`src/rtl/button_conditioner.sv`:
```
// button_conditioner
//   Input stage in front of the ship controller. Each raw button passes
//   through a two-flop synchroniser and a stability-counter debouncer.
//   The debounced left/right levels drive a press-and-hold repeat FSM that
//   emits one-cycle move ticks (enable). The debounced fire level is
//   edge-detected into a one-shot fire_pulse. Every output is a flop.

module button_conditioner #(
  parameter int unsigned DEBOUNCE_CYCLES = 360000,
  parameter int unsigned REPEAT_DELAY    = 10800000,
  parameter int unsigned REPEAT_PERIOD   = 3600000,
  parameter int unsigned CNT_W           = 24
) (
  input  logic clk_36MHz,
  input  logic reset,
  input  logic left_raw,
  input  logic right_raw,
  input  logic fire_raw,
  output logic left_debounced,
  output logic right_debounced,
  output logic fire_debounced,
  output logic enable,
  output logic fire_pulse
);

  // Terminal counts. A counter that holds value LIMIT on a clock edge
  // completes its interval on that edge.
  localparam logic [CNT_W-1:0] DEB_LIMIT = CNT_W'(DEBOUNCE_CYCLES - 1);
  localparam logic [CNT_W-1:0] RD_LIMIT  = CNT_W'(REPEAT_DELAY - 1);
  localparam logic [CNT_W-1:0] RP_LIMIT  = CNT_W'(REPEAT_PERIOD - 1);
  localparam logic [CNT_W-1:0] CNT_ZERO  = {CNT_W{1'b0}};
  localparam logic [CNT_W-1:0] CNT_ONE   = CNT_W'(1);

  // Channel order used by every 3-bit vector below: {fire, right, left}.
  localparam int CH_LEFT  = 0;
  localparam int CH_RIGHT = 1;
  localparam int CH_FIRE  = 2;

  typedef enum logic [1:0] {
    ST_IDLE   = 2'd0,
    ST_DELAY  = 2'd1,
    ST_REPEAT = 2'd2
  } rep_state_t;

  logic [2:0]       w_raw;
  logic [2:0]       r_sync1;
  logic [2:0]       r_sync2;
  logic [2:0]       w_db;

  rep_state_t       r_fsm;
  rep_state_t       w_next_fsm;
  logic [CNT_W-1:0] r_rcnt;
  logic [CNT_W-1:0] w_next_rcnt;
  logic             r_last_dir;
  logic             w_next_last_dir;
  logic             w_tick;
  logic             w_dir_active;
  logic             w_dir;
  logic [CNT_W-1:0] w_limit;

  logic             r_enable;
  logic             r_fire_prev;
  logic             r_fire_pulse;

  assign w_raw = {fire_raw, right_raw, left_raw};

  // Two-flop synchroniser for all three asynchronous buttons.
  always_ff @(posedge clk_36MHz) begin
    if (reset) begin
      r_sync1 <= 3'b000;
      r_sync2 <= 3'b000;
    end else begin
      r_sync1 <= w_raw;
      r_sync2 <= r_sync1;
    end
  end

  // One debouncer per channel: the level only follows the synchronised
  // input after it has disagreed with the level for DEBOUNCE_CYCLES edges
  // in a row; any agreement restarts the count.
  for (genvar g = 0; g < 3; g++) begin : g_deb
    logic [CNT_W-1:0] r_cnt;
    logic             r_level;

    // Stability counter and debounced level for this channel.
    always_ff @(posedge clk_36MHz) begin
      if (reset) begin
        r_cnt   <= CNT_ZERO;
        r_level <= 1'b0;
      end else if (r_sync2[g] == r_level) begin
        r_cnt   <= CNT_ZERO;
      end else if (r_cnt == DEB_LIMIT) begin
        r_cnt   <= CNT_ZERO;
        r_level <= ~r_level;
      end else begin
        r_cnt   <= r_cnt + CNT_ONE;
      end
    end

    assign w_db[g] = r_level;
  end

  // Exactly one of left/right held means motion; right selects direction.
  assign w_dir_active = w_db[CH_LEFT] ^ w_db[CH_RIGHT];
  assign w_dir        = w_db[CH_RIGHT];
  assign w_limit      = (r_fsm == ST_REPEAT) ? RP_LIMIT : RD_LIMIT;

  // Repeat FSM state, shared interval counter and latched direction.
  always_ff @(posedge clk_36MHz) begin
    if (reset) begin
      r_fsm      <= ST_IDLE;
      r_rcnt     <= CNT_ZERO;
      r_last_dir <= 1'b0;
    end else begin
      r_fsm      <= w_next_fsm;
      r_rcnt     <= w_next_rcnt;
      r_last_dir <= w_next_last_dir;
    end
  end

  // Next-state logic: a fresh press (or a direction swap) ticks at once and
  // starts the long delay; afterwards ticks come every repeat period.
  always_comb begin
    w_next_fsm      = r_fsm;
    w_next_rcnt     = r_rcnt;
    w_next_last_dir = r_last_dir;
    w_tick          = 1'b0;
    case (r_fsm)
      ST_IDLE: begin
        if (w_dir_active) begin
          w_tick          = 1'b1;
          w_next_last_dir = w_dir;
          w_next_rcnt     = CNT_ZERO;
          w_next_fsm      = ST_DELAY;
        end else begin
          w_next_rcnt     = CNT_ZERO;
        end
      end
      ST_DELAY, ST_REPEAT: begin
        if (!w_dir_active) begin
          w_next_rcnt     = CNT_ZERO;
          w_next_fsm      = ST_IDLE;
        end else if (w_dir != r_last_dir) begin
          // A swap restarts the press; it absorbs any tick due this cycle.
          w_tick          = 1'b1;
          w_next_last_dir = w_dir;
          w_next_rcnt     = CNT_ZERO;
          w_next_fsm      = ST_DELAY;
        end else if (r_rcnt == w_limit) begin
          w_tick          = 1'b1;
          w_next_rcnt     = CNT_ZERO;
          w_next_fsm      = ST_REPEAT;
        end else begin
          w_next_rcnt     = r_rcnt + CNT_ONE;
        end
      end
      default: begin
        w_next_rcnt       = CNT_ZERO;
        w_next_fsm        = ST_IDLE;
      end
    endcase
  end

  // Registered move tick.
  always_ff @(posedge clk_36MHz) begin
    if (reset) begin
      r_enable <= 1'b0;
    end else begin
      r_enable <= w_tick;
    end
  end

  // One-shot fire pulse on the cycle after the debounced level rises.
  always_ff @(posedge clk_36MHz) begin
    if (reset) begin
      r_fire_prev  <= 1'b0;
      r_fire_pulse <= 1'b0;
    end else begin
      r_fire_prev  <= w_db[CH_FIRE];
      r_fire_pulse <= w_db[CH_FIRE] & ~r_fire_prev;
    end
  end

  assign left_debounced  = w_db[CH_LEFT];
  assign right_debounced = w_db[CH_RIGHT];
  assign fire_debounced  = w_db[CH_FIRE];
  assign enable          = r_enable;
  assign fire_pulse      = r_fire_pulse;

endmodule

```
`config.mk`:
```
export PLATFORM = sky130hd
export DESIGN_NAME = button_conditioner
export DESIGN_NICKNAME = d
export VERILOG_FILES = /design/src/rtl/button_conditioner.sv
export SDC_FILE = /design/constraint.sdc
export NUM_CORES = 1
export LEC_CHECK = 0
export CAP_MARGIN = 20
export CORE_MARGIN = 2
export CORE_UTILIZATION = 66
export DETAILED_ROUTE_END_ITERATION = 7
export GPL_TIMING_DRIVEN = 1
export PLACE_DENSITY = 0.8
export SYNTH_ARGS = -nofsm -noshare
export SYNTH_HDL_FRONTEND = slang
export SYNTH_SLANG_ARGS = --single-unit
```
`constraint.sdc`:
```
create_clock -name clk_36MHz -period 4.7 [get_ports clk_36MHz]
set_clock_uncertainty 0.05 [all_clocks]
set_input_delay 0.705 -clock clk_36MHz [delete_from_list [all_inputs] [get_ports clk_36MHz]]
set_output_delay 0.705 -clock clk_36MHz [all_outputs]
set_load 0.005 [all_outputs]
```
-- Word level (Yosys, flattened, before mapping)
Cells that the tools add are included.
- register bits: 111
- bits in latches: 0
- bits in writable memories: 0
- bits in read-only memories: 0
- input bits: 5
- output and inout port bits: 5
- logic and storage cells: 70
- memories: 0
- add/subtract/negate cells: 4
- multiply operators: 0
- divide/modulo/power cells: 0
- magnitude comparators: 0
- equal/unequal tests: 14
- shift operators: 0
- multiplexer cells: 15
- bitwise gates (word level): 11
- reduce and logical (&&, ||, !) cells: 12
- operator list (operator ; number):
    $add A24 B1 Y24 const B ; 4
    $eq A24 B19 Y1 const B ; 3
    $eq A24 B24 Y1 ; 1
    $mux W24 ; 1
    $not A1 Y1 ; 9
    $reduce_or A3 Y1 ; 3
    $mux W2 ; 4
    $reduce_and A2 Y1 ; 4
    $mux W1 ; 7
    $ne A2 B2 Y1 const B ; 3
    $reduce_or A5 Y1 ; 1
    $ne A4 B4 Y1 const B ; 1
    $pmux W1 S2 ; 2
    $pmux W2 S2 ; 1
    $reduce_and A4 Y1 ; 1
    $eq A1 B1 Y1 ; 3
    $eq A2 B1 Y1 const B ; 1
    $eq A2 B2 Y1 const B ; 1
    $logic_not A2 Y1 ; 1
    $reduce_bool A2 Y1 ; 1
    $reduce_or A2 Y1 ; 1
    $and A1 B1 Y1 ; 1
    $ne A1 B1 Y1 ; 1
    $xor A1 B1 Y1 ; 1

-- Depth between registers and ports, before layout
Gate-level depths: netlist of run 1.
- depth after elaboration: 7
- mapped depth: 9
- depth with buffers taken out: 7

-- Worst setup path before layout of run 1
No wires, ideal clock.
- path kind: register to register
- start: register r_fsm[0]
- end: register r_rcnt[10]
- setup time: 115 ps
- data arrival time: 1815 ps
- path slack: 2721 ps
- stages on the path, launching flop included: 10
- buffers on the path: 2
- clock period less this slack: 1979 ps
- cells stage by stage: dfxtp_1 -> inv_1 -> ha_1 -> nor4b_1 -> nand3_1 -> a2111oi_4 -> or3_1 -> buf_4 -> buf_6 -> nor2_1
- word-level cells in the longest chain between the ends: 4
- elaborated cells between the ends (all ways): 7
- RTL lines (element ; RTL line ; source):
    start, declared ; 50 ; rep_state_t r_fsm;
    start signal, assigned ; 115 ; r_fsm <= w_next_fsm;
    $eq A2 B2 Y1 or $eq A2 B1 Y1 (tied branches) ; 106, 128 ;
    $mux W24 or $reduce_or A2 Y1 (tied branches) ; 106, 128 ;
    $eq A24 B24 Y1 or $not A1 Y1 (tied branches) ; n/a ;
    $reduce_or A5 Y1 (no source line) (*) ; n/a ;
    end signal, assigned ; 116 ; r_rcnt <= w_next_rcnt;
    end, declared ; 52 ; logic [CNT_W-1:0] r_rcnt;
Mark *: on every way between the ends. The rest lies on a longest branch, timed or not.
A chain may end at the register's enable or synchronous reset.

-- Final worst setup path of run 1
- start: register r_fsm[0]
- end: register r_rcnt[9]
Same word-level chain as after synthesis.

==> impl_metrics.tcl, run 1 <==
set metrics [dict create \
    criticalPathCategory "flop to flop" \
    cts_root_buffer "sky130_fd_sc_hd__clkbuf_8" \
    layout.cells.most_common "sky130_fd_sc_hd__nor2_1" \
    syn_to_final_growth_pct 6.65 \
    global_route.peak_usage_layer "met2" \
    comb_power_share 0.009 \
    nets 557 \
    floorplan.die.height_um 89.7 \
    worstSetupStartpointType "flop" \
    detailedRoute.firstIterationViolations 143 \
    final-hold-violation-count 0 \
    detail_route.vias_per_cell 5.53 \
    worstHoldPathType "flop to flop" \
    global_route.overflow_total 0 \
    critical_path_peak_fanout 23 \
    maxCapViolCount 0 \
    postSynthNetCount 554 \
    maxSlewHeadroom 0.331 \
    hold_depth 1 \
    postSynth.topFlopCell "sky130_fd_sc_hd__dfxtp_1" \
    outcome "finished, final reports clean" \
    critical_path.endpoint_type "flop" \
    synth.yosys.warnings 0 \
    totalWireLength_mm 8.49 \
    synth.ff_latch_count 111 \
    endpoint_of_the_lowest_slack_register_to_register_path "r_rcnt[9]$_SDFF_PP0_" \
    cts-htree-levels 3 \
    insertion_delay_ns 0.38 \
    timing.final.setup_violations 0 \
    met3_usage 0.0687 \
    synthesis.instances 542 \
    post-route-min-period_ns 2.56 \
    antenna_violating_nets_left 0 \
    synth-edff-count 0 \
    synth_sequential_area_ratio 0.458 \
    final_max_slew_viol_count 0 \
    clkPwrFrac 0.399 \
    wire_per_inst_um 13.1 \
    regToRegStartpoint "r_fsm[0]$_SDFFE_PP0P_" \
    num_rows 31 \
    setup_total_negative_slack_ns 0 \
    hpwl_mm 5.61 \
    die-width_um 89.7 \
    cts_made_buffers 9 \
    regToRegSetupSlack_ns 2.14 \
    p_sw_uw 340 \
    grt_antenna_before_repair 0 \
    cts.reportedPaths.clkPinSlew_ns 0.10 \
    count_of_cells_resized_by_post_cts_repair 0 \
    drive_above_1_share 0.0436 \
    worst_case_setup_margin_in_the_final_layout_ns 2.14 \
    buffer_ports.inserted 9 \
    cts_tree "built" \
    detail_route.first_pass.iterations 5 \
    holdPathEnd "fire_pulse$_SDFF_PP0_" \
    coreArea_sq_um 7180 \
    hold_path_start "r_fire_prev$_SDFF_PP0_" \
    postCtsHoldBufs 0 \
    fmaxAchievable_mhz 391 \
    switching_share 0.213 \
    wire_length_of_the_first_global_routing_pass_mm 15.0 \
    die_area_sq_um 8050 \
    vdd_drop_max_mv 0.184 \
    internal-power_uw 1260 \
    cts-root-to-sink-buffers 2 \
    floorplan.initialDensity 0.676 \
    yosysUniqueCellTypes 39 \
    place.gp.congestion 0.791 \
    pre_cts_ws_ns 2.07 \
    share_seq_of_total_power 0.592 \
    synth_async_sr_flop_share 0 \
    clock_sinks 111 \
    cts_setup_buffers 0 \
    first_global_vias 3402 \
    grt.met1_usage 0.275 \
    grt_max_degree 25 \
    antennaDiodeCount 0 \
    final.period_utilization 0.544 \
    reg2regPathDepth 7 \
    number_of_ports_placed_on_the_die_boundary 10 \
    p_leak_uw 0.00168 \
    worstMarginPinSlew_ns 0.995 \
    mostFrequentLayoutCells "sky130_fd_sc_hd__nor2_1 (117), sky130_fd_sc_hd__dfxtp_1 (111), sky130_fd_sc_hd__xor2_1 (63), sky130_fd_sc_hd__nand3_1 (44), sky130_fd_sc_hd__nand2_1 (29)" \
    remaining_drc_errors 0 \
    crit_arrival_ns 2.75 \
    global_route.usage.met2 0.370 \
    power_density_of_the_placed_cells_nw_per_um2 309 \
    grt_setup_unrepaired "no" \
    worst_ep_required_time_ns 4.89 \
    num_vias 3586 \
    synth.avg_cell_area_sq_um 8.95 \
    global_route.usage.total 0.221 \
    mappedNetlistArea_sq_um 4850 \
]
## metrics by stage
step                total power [uW]  hold WS, ns  utilization  std cells  area, sq um
finish                          1600        0.348        0.721        649         5170
global route                    1660        0.367        0.721        649         5170
CTS                             1610        0.354        0.721        649         5170
detailed placement               981        0.338        0.689        633         4950
global placement                 981        0.328        0.689        633         4950
floorplan                        978        0.317            -        542         4850
## cells by family (layout without fill, tap and decap cells)
| kind of cell | count (synthesis) | count (layout) | synth area share |
|---|---|---|---|
| buf+inv | 29 | 37 | 0.0335 |
| xor+xnor | 91 | 91 | 0.164 |
| flops | 111 | 111 | 0.458 |
| simple gates | 286 | 286 | 0.295 |
| mux | 4 | 4 | 0.00825 |
| compound gates | 14 | 14 | 0.0232 |
| fa+ha+maj | 7 | 7 | 0.0181 |
## registers in the layout (all words and copies together) (netlist names)
name	cells
r_rcnt	24
r_fsm	2
right_debounced	1
g_deb.r_cnt	72
r_fire_prev	1
fire_pulse	1
fire_debounced	1
r_sync1	3
r_last_dir	1
r_sync2	3
left_debounced	1
enable	1
## critical path, stage by stage (launching register included)
cell and delay, ns:
sky130_fd_sc_hd__dfxtp_1 0.35, sky130_fd_sc_hd__inv_1 0.07, sky130_fd_sc_hd__ha_1 0.22, sky130_fd_sc_hd__nor4b_1 0.27, sky130_fd_sc_hd__nand3_1 0.17, sky130_fd_sc_hd__a2111oi_4 0.52
sky130_fd_sc_hd__or3_1 0.65, sky130_fd_sc_hd__nor2_1 0.12
## cell usage after synthesis, drive strengths merged, types with 2 or more instances
library cell / count / area, sq um
or2: 2 / 12.5
nand4: 22 / 138
o21ai: 3 / 15.0
and2: 2 / 12.5
nor4: 11 / 81.3
ha: 7 / 87.6
mux2i: 4 / 40.0
nor4b: 2 / 17.5
nand2: 29 / 109
xor2: 63 / 552
nor2: 117 / 439
a21oi: 4 / 20.0
nand3: 44 / 220
or4: 2 / 15.0
or3: 5 / 31.3
and4: 9 / 78.8
o311ai: 2 / 17.5
clkbuf: 6 / 22.5
inv: 12 / 45.0
buf: 11 / 95.1
and3: 18 / 113
xnor2: 28 / 245
nor3: 8 / 50.1
nor2b: 8 / 50.1
nand2b: 3 / 18.8
dfxtp: 111 / 2220
## power by group through the flow
stage                     Clock (uW)  Sequential [uW]  Combinational, uW
after floorplan                    0              966               12.0
after global placement             0              966               14.4
after detailed placement           0              967               14.6
after CTS                        649              945               14.8
after global routing             693              946               16.7
final                            637              945               14.8
## metal layers
layer / vias to the layer above / wire length, um
met5: - / 0
met4: 0 / 100
met3: 8 / 365
met2: 63 / 4130
met1: 1688 / 3900
li1: 1827 / -
## area by class of cell
cell class / instances / area [sq um]
inverters: 12 / 45.0
fillers: 574 / 2000
flip-flops and latches: 111 / 2220
clock buffers: 9 / 124
clock inverters: 7 / 103
well taps: 99 / 124
multi-input cells: 402 / 2470
repair buffers: 9 / 90.1
## worst max path at each step
stage	start	cells after the start	slack [ns]	end
after floorplan	r_fsm[0]$_SDFFE_PP0P_	9	2.72	r_rcnt[10]$_SDFF_PP0_
after global placement	reset	3	2.12	g_deb[1].r_cnt[3]$_SDFF_PP0_
after detailed placement	reset	3	2.07	g_deb[1].r_cnt[22]$_SDFF_PP0_
after CTS	r_fsm[0]$_SDFFE_PP0P_	7	2.12	r_rcnt[9]$_SDFF_PP0_
after global routing	r_fsm[0]$_SDFFE_PP0P_	7	1.87	r_rcnt[14]$_SDFF_PP0_
final	r_fsm[0]$_SDFFE_PP0P_	7	2.14	r_rcnt[9]$_SDFF_PP0_
Note: power is estimated with default switching activity, not from simulation.
==> run 2, diff against run 1 <==
CORE_UTILIZATION = 55   (was 66)
PLACE_DENSITY = 0.71   (was 0.8)
clock period = 2.2 ns   (was 4.7 ns; I/O delays follow)
==> run 2 against run 1 <==
Global-route usage decreased by 4.4 points. Final area increased by 2.6%. Maximum frequency increased by 26%. Clock-buffer cell count unchanged. Worst hold slack improved by 0.0039 ns. Critical path depth increased by 1. Cell count increased by 3.7%. Register-to-register slack got worse by 2.0 ns. Die area increased by 19%. Sequential power increased by 110%. Critical path type unchanged.
==> impl_metrics.tcl, run 2 (synthesis results as in run 1) <==
set metrics [dict create \
    layout_top_registers "g_deb.r_cnt (72), r_rcnt (24)" \
    critical_path_peak_fanout 5 \
    floorplan.initialDensity 0.562 \
    postLayoutCellArea_sq_um 5310 \
    cts-htree-levels 3 \
    worstSetupStartpointType "flop" \
    die_area_sq_um 9590 \
    m1WireLength_mm 3.84 \
    critical_path.endpoint_type "flop" \
    remaining_drc_errors 0 \
    insertion_delay_ns 0.37 \
    crit_arrival_ns 2.25 \
    detailedRoute.firstIterationViolations 111 \
    buffer_ports.inserted 9 \
    final-hold-violation-count 0 \
    mostFrequentLayoutCells "sky130_fd_sc_hd__nor2_1 (117), sky130_fd_sc_hd__dfxtp_1 (111), sky130_fd_sc_hd__xor2_1 (63), sky130_fd_sc_hd__nand3_1 (44), sky130_fd_sc_hd__nand2_1 (29)" \
    criticalPathCategory "flop to flop" \
    largest-register "g_deb.r_cnt" \
    worst_ep_required_time_ns 2.42 \
    nets 572 \
    cts_tree "built" \
    drive_above_1_share 0.0708 \
    hpwl_mm 5.51 \
    grt_setup_unrepaired "no" \
    global_route.overflow_total 0 \
    cts.reportedPaths.clkPinSlew_ns 0.10 \
    wire_length_of_the_first_global_routing_pass_mm 14.3 \
    worstMarginPinSlew_ns 0.543 \
    dpl_cell_area_sq_um 5110 \
    worstHoldPathType "flop to flop" \
    antenna_violating_nets_left 0 \
    wire_per_inst_um 11.9 \
    post-route-min-period_ns 2.03 \
    syn_to_final_growth_pct 9.47 \
    first_global_vias 3376 \
    cts_made_buffers 9 \
    outcome "finished, final reports clean" \
    antennaDiodeCount 0 \
    maxCapViolCount 0 \
    num_rows 34 \
    die-width_um 97.9 \
    floorplan.die.height_um 97.9 \
    cts-root-to-sink-buffers 2 \
    setup_total_negative_slack_ns 0 \
    fmaxAchievable_mhz 493 \
    number_of_ports_placed_on_the_die_boundary 10 \
    power_density_of_the_placed_cells_nw_per_um2 610 \
    coreArea_sq_um 8640 \
    detailroute.wirelength.met2_mm 3.85 \
    detail_route.vias_per_cell 5.27 \
    flip_flop_count_of_the_largest_register_all_copies_and_words_added 72 \
    place.gp.congestion 0.805 \
    p_leak_uw 0.00176 \
    layout.cells.most_common "sky130_fd_sc_hd__nor2_1" \
    total_met3_wirelength_after_detailed_routing_um 235 \
    grt_max_degree 25 \
    final_max_slew_viol_count 0 \
    timing.final.setup_violations 0 \
    global_route.usage.total 0.177 \
    highest_layer "met4" \
    totalWireLength_mm 8.04 \
    cts_root_buffer "sky130_fd_sc_hd__clkbuf_8" \
    num_vias 3546 \
    clock_sinks 111 \
    grt_antenna_before_repair 0 \
    vdd_drop_max_mv 0.437 \
    maxSlewHeadroom 0.636 \
    final.period_utilization 0.922 \
    detail_route.first_pass.iterations 4 \
]
==> run 2: cell types whose count changed in the layout (fill, tap and decap cells not counted), sizes merged <==
cell	before	now
clkinvlp	0	1
bufinv	2	0
inv	15	16
buf	0	15
==> run 2: worst paths after layout <==
check / from / endpoint / cells past startpoint / slack, ns
worst max-delay path: r_fsm[0]$_SDFFE_PP0P_ / r_fsm[1]$_SDFFE_PP0P_ / 8 / 0.17
worst min-delay path: r_fire_prev$_SDFF_PP0_ / fire_pulse$_SDFF_PP0_ / 1 / 0.35
worst max register to register: r_fsm[0]$_SDFFE_PP0P_ / r_fsm[1]$_SDFFE_PP0P_ / 8 / 0.17
worst min register to register: r_fire_prev$_SDFF_PP0_ / fire_pulse$_SDFF_PP0_ / 1 / 0.35
==> run 2: per-layer routing <==
layer / vias up / global-route usage
li1: 1863 / -
met1: 1639 / 0.210
met2: 36 / 0.315
met3: 8 / 0.0472
met4: 0 / 0.0470
met5: - / 0
==> run 2: critical path, stage by stage, from the launching register on <==
cell and delay, ns:
sky130_fd_sc_hd__dfxtp_1 0.36, sky130_fd_sc_hd__inv_1 0.08, sky130_fd_sc_hd__ha_1 0.22, sky130_fd_sc_hd__nor4b_2 0.20, sky130_fd_sc_hd__nand3_1 0.15, sky130_fd_sc_hd__a2111oi_4 0.39
sky130_fd_sc_hd__buf_4 0.19, sky130_fd_sc_hd__o21bai_1 0.08, sky130_fd_sc_hd__a32o_1 0.20
==> run 2: cell type report <==
type | instances | area [sq um]
clock buffers | 9 | 124
clock inverters | 7 | 71.3
fillers | 772 | 3330
inverters | 12 | 45.0
multi-input cells | 402 | 2470
flip-flops and latches | 111 | 2220
well taps | 108 | 135
repair buffers | 24 | 240
==> run 2: stage by stage <==
step            util  setup WS [ns]  instances  hold WS (ns)  power, uW
3_5_place_dp   0.592          0.145        657         0.347       2110
3_3_place_gp   0.592          0.241        657         0.349       2100
6_report       0.615          0.171        673         0.352       3240
5_1_grt        0.615         0.0246        673         0.372       3370
2_1_floorplan      -          0.221        542         0.317       2090
4_1_cts        0.614          0.127        673         0.363       3290
==> run 2: timing repair <==
item / in CTS / in global routing
hold buffers: 0 / 0
hold endpoints to repair: 0 / 0
buffers inserted: 0 / 0
resized for setup: 0 / 1
endpoints found under the setup margin: 0 / 18
==> run 2: report_power, final <==
group / internal, uW / switching (uW) / total, uW / leakage [uW]
Sequential: 2020 / 3.39 / 2020 / 0.000895
Combinational: 20.2 / 20.1 / 40.4 / 0.000768
Clock: 448 / 734 / 1180 / 0.0000983
Total: 2480 / 758 / 3240 / 0.00176
